## config.mk

```make
export PLATFORM = sky130hd
export DESIGN_NAME = conv2x2_sched
export DESIGN_NICKNAME = d
export VERILOG_FILES = /design/src/rtl/conv2x2_sched.sv
export SDC_FILE = /design/constraint.sdc
export NUM_CORES = 1
export LEC_CHECK = 0
export ABC_AREA = 1
export BUFFER_PORTS_ARGS = -buffer_cell sky130_fd_sc_hd__buf_2
export CORE_MARGIN = 5
export CORE_UTILIZATION = 30
export DETAILED_ROUTE_END_ITERATION = 8
export HOLD_SLACK_MARGIN = 0.03
export PLACE_DENSITY = 0.42
export SYNTH_ARGS = -nofsm -noshare
export SYNTH_HDL_FRONTEND = slang
export SYNTH_SLANG_ARGS = --single-unit
```

## constraint.sdc

```tcl
create_clock -name clk -period 6.2 [get_ports clk]
set_input_delay 0.62 -clock clk [delete_from_list [all_inputs] [get_ports clk]]
set_output_delay 0.62 -clock clk [all_outputs]
set_load 0.03 [all_outputs]
```

## src/rtl/conv2x2_sched.sv

```systemverilog
// 2x2 convolution scheduler: loads 4 weight bytes and 4 input bytes over one stream,
// then runs a 4-cycle single-multiplier MAC and presents the sum through a ready/valid handshake.
module conv2x2_sched #(
    parameter int DATA_W = 8,
    parameter int ACC_W  = 18
) (
    input  logic              clk,
    input  logic              rst,
    input  logic [DATA_W-1:0] in_data,
    input  logic              in_valid,
    input  logic              in_is_wt,
    output logic              in_ready,
    output logic [ACC_W-1:0]  out_data,
    output logic              out_valid,
    input  logic              out_ready,
    output logic              out_seq,
    output logic              wt_loaded,
    output logic              busy
);

    typedef enum logic [1:0] {LOAD = 2'd0, MAC = 2'd1, OUT = 2'd2} state_t;

    state_t              state, state_nxt;
    logic [1:0]          cnt;
    logic                grp_wt;
    logic [DATA_W-1:0]   w [4];
    logic [DATA_W-1:0]   x [4];
    logic [ACC_W-1:0]    acc;
    logic                seq;
    logic                wt_ok;
    logic                xfer;
    logic                is_wt;
    logic                last;
    logic [2*DATA_W-1:0] prod;

    assign xfer  = in_valid && in_ready;
    assign is_wt = (cnt == 2'd0) ? in_is_wt : grp_wt;
    assign last  = (cnt == 2'd3);
    // cnt is 0 on MAC entry, so it doubles as the tap index and wraps back to 0 on exit
    assign prod  = {{DATA_W{1'b0}}, x[cnt]} * {{DATA_W{1'b0}}, w[cnt]};

    always_ff @(posedge clk) begin
        if (rst) state <= LOAD;
        else     state <= state_nxt;
    end

    always_comb begin
        state_nxt = state;
        case (state)
            LOAD:    if (xfer && last && !is_wt) state_nxt = MAC;
            MAC:     if (last) state_nxt = OUT;
            OUT:     if (out_ready) state_nxt = LOAD;
            default: state_nxt = LOAD;
        endcase
    end

    always_comb begin
        in_ready  = (state == LOAD);
        out_valid = (state == OUT);
        busy      = (state == MAC) || (state == OUT);
    end

    always_ff @(posedge clk) begin
        if (rst) begin
            cnt    <= 2'd0;
            grp_wt <= 1'b0;
            acc    <= '0;
            seq    <= 1'b0;
            wt_ok  <= 1'b0;
            for (int i = 0; i < 4; i++) begin
                w[i] <= '0;
                x[i] <= '0;
            end
        end else begin
            case (state)
                LOAD: if (xfer) begin
                    cnt <= cnt + 2'd1;
                    if (cnt == 2'd0) grp_wt <= in_is_wt;
                    if (is_wt) w[cnt] <= in_data;
                    else       x[cnt] <= in_data;
                    if (last && is_wt)  wt_ok <= 1'b1;
                    if (last && !is_wt) acc <= '0;
                end
                MAC: begin
                    acc <= acc + {{(ACC_W-2*DATA_W){1'b0}}, prod};
                    cnt <= cnt + 2'd1;
                end
                OUT: if (out_ready) seq <= ~seq;
                default: ;
            endcase
        end
    end

    assign out_data  = acc;
    assign out_seq   = seq;
    assign wt_loaded = wt_ok;

endmodule

```

# Word-level counts from Yosys, hierarchy flattened
# Memory sizes are Yosys's and may differ from the RTL's. A register that Yosys moved wholly into a read port is not among the register bits.
# Index checks and enable logic that the tools add are counted.
[totals] ff_bits=25 out_inout_bits=23 ram_bits=64 mem_count=2 elab_cells=70
[memory_table] memory="w" depth=4 width=8 rd=1 rd_ports_with_merged_regs=1 wr=4 line="26" source="logic [DATA_W-1:0] w [4];"
[memory_table] memory="x" depth=4 width=8 rd=1 rd_ports_with_merged_regs=1 wr=4 line="27" source="logic [DATA_W-1:0] x [4];"
[op_classes] eq_ne=8 n_mul=1 bitwise_logic=1 reduce_logical=18 n_addsub=2 n_mux=32
[ops] cell="18-bit 2-to-1 mux" n=2
[ops] cell="18-bit case mux with 2 select lines" n=1
[ops] cell="2-bit 2-to-1 mux" n=10
[ops] cell="18-bit by 16-bit adder with 18-bit output" n=1
[ops] cell="8-bit by 8-bit multiplier with 16-bit output" n=1
[ops] cell="8-bit 2-to-1 mux" n=2
[ops] cell="8-bit OR reduction" n=2
[ops] cell="1-bit 2-to-1 mux" n=15
[ops] cell="3-bit AND reduction" n=3
[ops] cell="2-bit by 1-bit inequality test with 1-bit output (second input constant)" n=4
[ops] cell="2-bit case mux with 3 select lines" n=1
[ops] cell="2-bit AND reduction" n=3
[ops] cell="1-bit logical AND" n=5
[ops] cell="2-bit equality test (second input constant)" n=2
[ops] cell="2-bit logical NOT" n=2
[ops] cell="2-bit case mux with 2 select lines" n=1
[ops] cell="2-bit by 1-bit adder with 2-bit output (second input constant)" n=1
[ops] cell="2-bit by 1-bit equality test with 1-bit output (second input constant)" n=1
[ops] cell="2-bit inequality test (second input constant)" n=1
[ops] cell="2-bit nonzero test" n=1
[ops] cell="1-bit logical NOT" n=1
[ops] cell="1-bit logical OR" n=1
[ops] cell="1-bit inverter" n=1

# Depth between registers and ports, before layout
[depth] depth_word=9 mapped_depth=25 ltp_nobuf=23

# Worst setup path after synthesis
# OpenSTA, ideal clock, no wires.
[synth_path] path_kind="reg-to-reg" start="register with a tool-made name" end="register acc[9], in the netlist out_data[9]" path_stages_with_launch=22 arrival_time_ns=4.342 required_ns=6.066 setup_ns=0.134 path_slack_ns=1.725 synth_period_minus_slack_ns=4.475 path_cell_list="dfxtp_1 buf_4 inv_2 buf_2 nand2_1 a32oi_1 nand2_1 fa_1 fa_1 inv_1 fa_1 inv_1 fa_1 inv_1 ha_1 nand2_1 inv_1 nand2_1 nand3_1 or2_2 nand3_2 a21oi_1"
[synth_lines] element="end signal: assignment" line="85" source="acc <= acc + {{(ACC_W-2*DATA_W){1'b0}}, prod};"
[synth_lines] element="end: declaration" line="28" source="logic [ACC_W-1:0] acc;"

==> results.toml <==
[timing]
skew_ns = 0.0177
setup_viol = 0
fmax_ghz = 0.192
tightest_slew_ns = 1.18
period_needed_ns = 5.20
slew_viol_final = 0
holdWs_ns = 0.485
finalHoldViolations = 0
setup_tns_ns = 0
slew_headroom_pct = 20.7
rsz0062_at_grt = "false"
post-route-period-util_pct = 83.8

[placement]
place_congestion = 0.805
place_area_um2 = 7190
hpwl_mm = 14.3
numPortBuffers = 35

[drt]
ant_nets = 0
drc = 0
vias = 5036
drtIter0Drc = 317
via_per_inst = 4.49
wl_mm = 18.0
wl_per_cell_um = 16.0
first_pass_iters = 7

[die]
start_util_pct = 30.6
rows = 54
die-area_um2 = 25500
die_h_um = 160
design.core.area_um2 = 22000
ios = 36
die_x_um = 160

[outcome]
status = "completed"

[global_routing]
busiest_layer = "met2"
use_met3_pct = 1.88
gr-usage-met2_pct = 23.9
grt_overflow_total = 0
grt_pass1_wl_mm = 28.5
gr-usage-met1_pct = 19.5
antenna_found_initial = 0
grt_max_degree = 33
grt_pass1_vias = 5022
grt_usage_pct = 14.3

[cts]
clkTransAtPathRegs_ns = 0.08
cts_setup_buffers = 0
htreeDepth = 3
cts_buffers = 9
clockRootBuffer = "clkbuf_16"
cts_hold_buffers = 0
clk_latency_ns = 0.36
cts.repair.resized = 0
cts_sinks = 91
cts_tree = "built"
clockBufferDepth = 2

[synth]
synthCells = 803
syn_nets = 911
yosys.area.top_type = "edfxtp_1"
synth.cell_area_um2 = 6730
synth_top_area_share_pct = 28.6
avgSynthCellArea_um2 = 8.38
synth_common_cells = "nand2_1 (183), inv_1 (171), nor2_1 (103), edfxtp_1 (64), fa_1 (50)"
ys_ff_latch = 91
synth-edff-count = 64
async_flop_share_pct = 0
yosysWarnings = 0
yosys.cell_types.count = 36
synth_most_common_cell = "nand2_1"
netlist_top_cells_area = "edfxtp_1 (29%), fa_1 (15%), nand2_1 (10%)"
synth-seq-area-share_pct = 36.6
ys.flop_type = "edfxtp_1"

[pwr]
peakVddDrop_mv = 0.211
leakagePower_nw = 3.60
power_density_nw_per_um2 = 520
total_power_w = 0.00390

[layout]
layout-drive-gt1-share_pct = 10.1
layout.nets = 945
n_antenna_cell = 0
area_delta_synth_final_pct = 11.5
n_fill_cell = 2350
post-route-cell-area_um2 = 7500

[critical_path]
path_max_fanout = 25
worstPathArrival_ns = 5.42
critPathLaunchType = "flip-flop"
worstSetupEndpointType = "flip-flop"
critPathKind = "reg -> reg"
worstPathRequired_ns = 6.43

[hold_path]
worstHoldPathType = "reg -> reg"

[run]
maxCapViolCount = 0
==> per-stage QoR <==
stage	utilization, %	instances	worst slack, ns
after floorplan	-	803	1.72
after global placement	32.8	1106	0.967
after detailed placement	32.8	1106	0.975
after CTS	34.2	1122	0.973
after global routing	34.2	1122	0.645
final	34.2	1122	1.00
==> layer usage <==
metal | part of all wire [%] | routed length, um
met1 | 49 | 8760
met2 | 48 | 8580
met3 | 2.2 | 402
met4 | 1.4 | 246
met5 | 0 | 0
==> cells in the final DEF, fill, tap and decap left out, types with 14 or more instances in the layout <==
| cell | Yosys | routed |
|---|---|---|
| a32oi_1 | 14 | 14 |
| ha_1 | 45 | 45 |
| nor2_1 | 103 | 103 |
| nor3_1 | 16 | 16 |
| inv_1 | 171 | 171 |
| dfxtp_1 | 27 | 27 |
| nand2_1 | 183 | 183 |
| fa_1 | 50 | 50 |
| edfxtp_1 | 64 | 64 |
| buf_2 | 9 | 35 |
| nand3_1 | 16 | 16 |
| a21oi_1 | 43 | 43 |
==> critical path, cell delays in order, from the launching register on <==
cell and delay (ns):
dfxtp_1 0.54, buf_4 0.34, a21oi_1 0.11, a32oi_1 0.51
inv_1 0.25, nor2_1 0.18, fa_1 0.44, fa_1 0.46
fa_1 0.49, inv_1 0.05, fa_1 0.53, inv_1 0.04
ha_1 0.34, nand2_1 0.12, inv_1 0.05, nand2_1 0.06
nand3_1 0.13, or2_2 0.31, nand3_2 0.07, a21oi_1 0.05
==> layout make-up <==
| class | instances | area [um2] | share of cell area [%] |
|---|---|---|---|
| clock buffers | 9 | 225 | 3.00 |
| flip-flops and latches | 91 | 2460 | 32.8 |
| multi-input cells | 516 | 3490 | 46.5 |
| clock inverters | 7 | 82.6 | 1.10 |
| well taps | 280 | 350 | 4.67 |
| inverters | 178 | 673 | 8.98 |
| repair buffers | 41 | 220 | 2.94 |
==> logic make-up after synthesis <==
kind of cell,Yosys count,share of synthesized area [%]
xor+xnor,4,0.521
simple gates,341,20.9
flops,91,36.6
fa+ha+maj,95,23.2
buf+inv,196,11.6
compound gates,76,7.16
==> state kept, by name, indices dropped and copies added, names as in the netlist, named ones only <==
signal     flops
w             32
x             32
out_data      18
cnt            2
state          2
grp_wt         1
out_seq        1
wt_loaded      1
==> worst paths after layout <==
path	startpoint	to	slack (ns)	cells past startpoint
worst max-delay path	flip-flop	out_data[9]$_SDFFE_PP0P_	1.00	19
worst min-delay path	wt_loaded$_SDFFE_PP0P_	wt_loaded$_SDFFE_PP0P_	0.49	1
worst max register to register	flip-flop	out_data[9]$_SDFFE_PP0P_	1.00	19
worst min register to register	wt_loaded$_SDFFE_PP0P_	wt_loaded$_SDFFE_PP0P_	0.49	1
==> power by group <==
part	internal (W)	switching [W]
clock	0.000321	0.000275
sequential	0.000709	0.0000332
combinational	0.000900	0.00166
total	0.00193	0.00197
(Power assumes the default switching activity.)
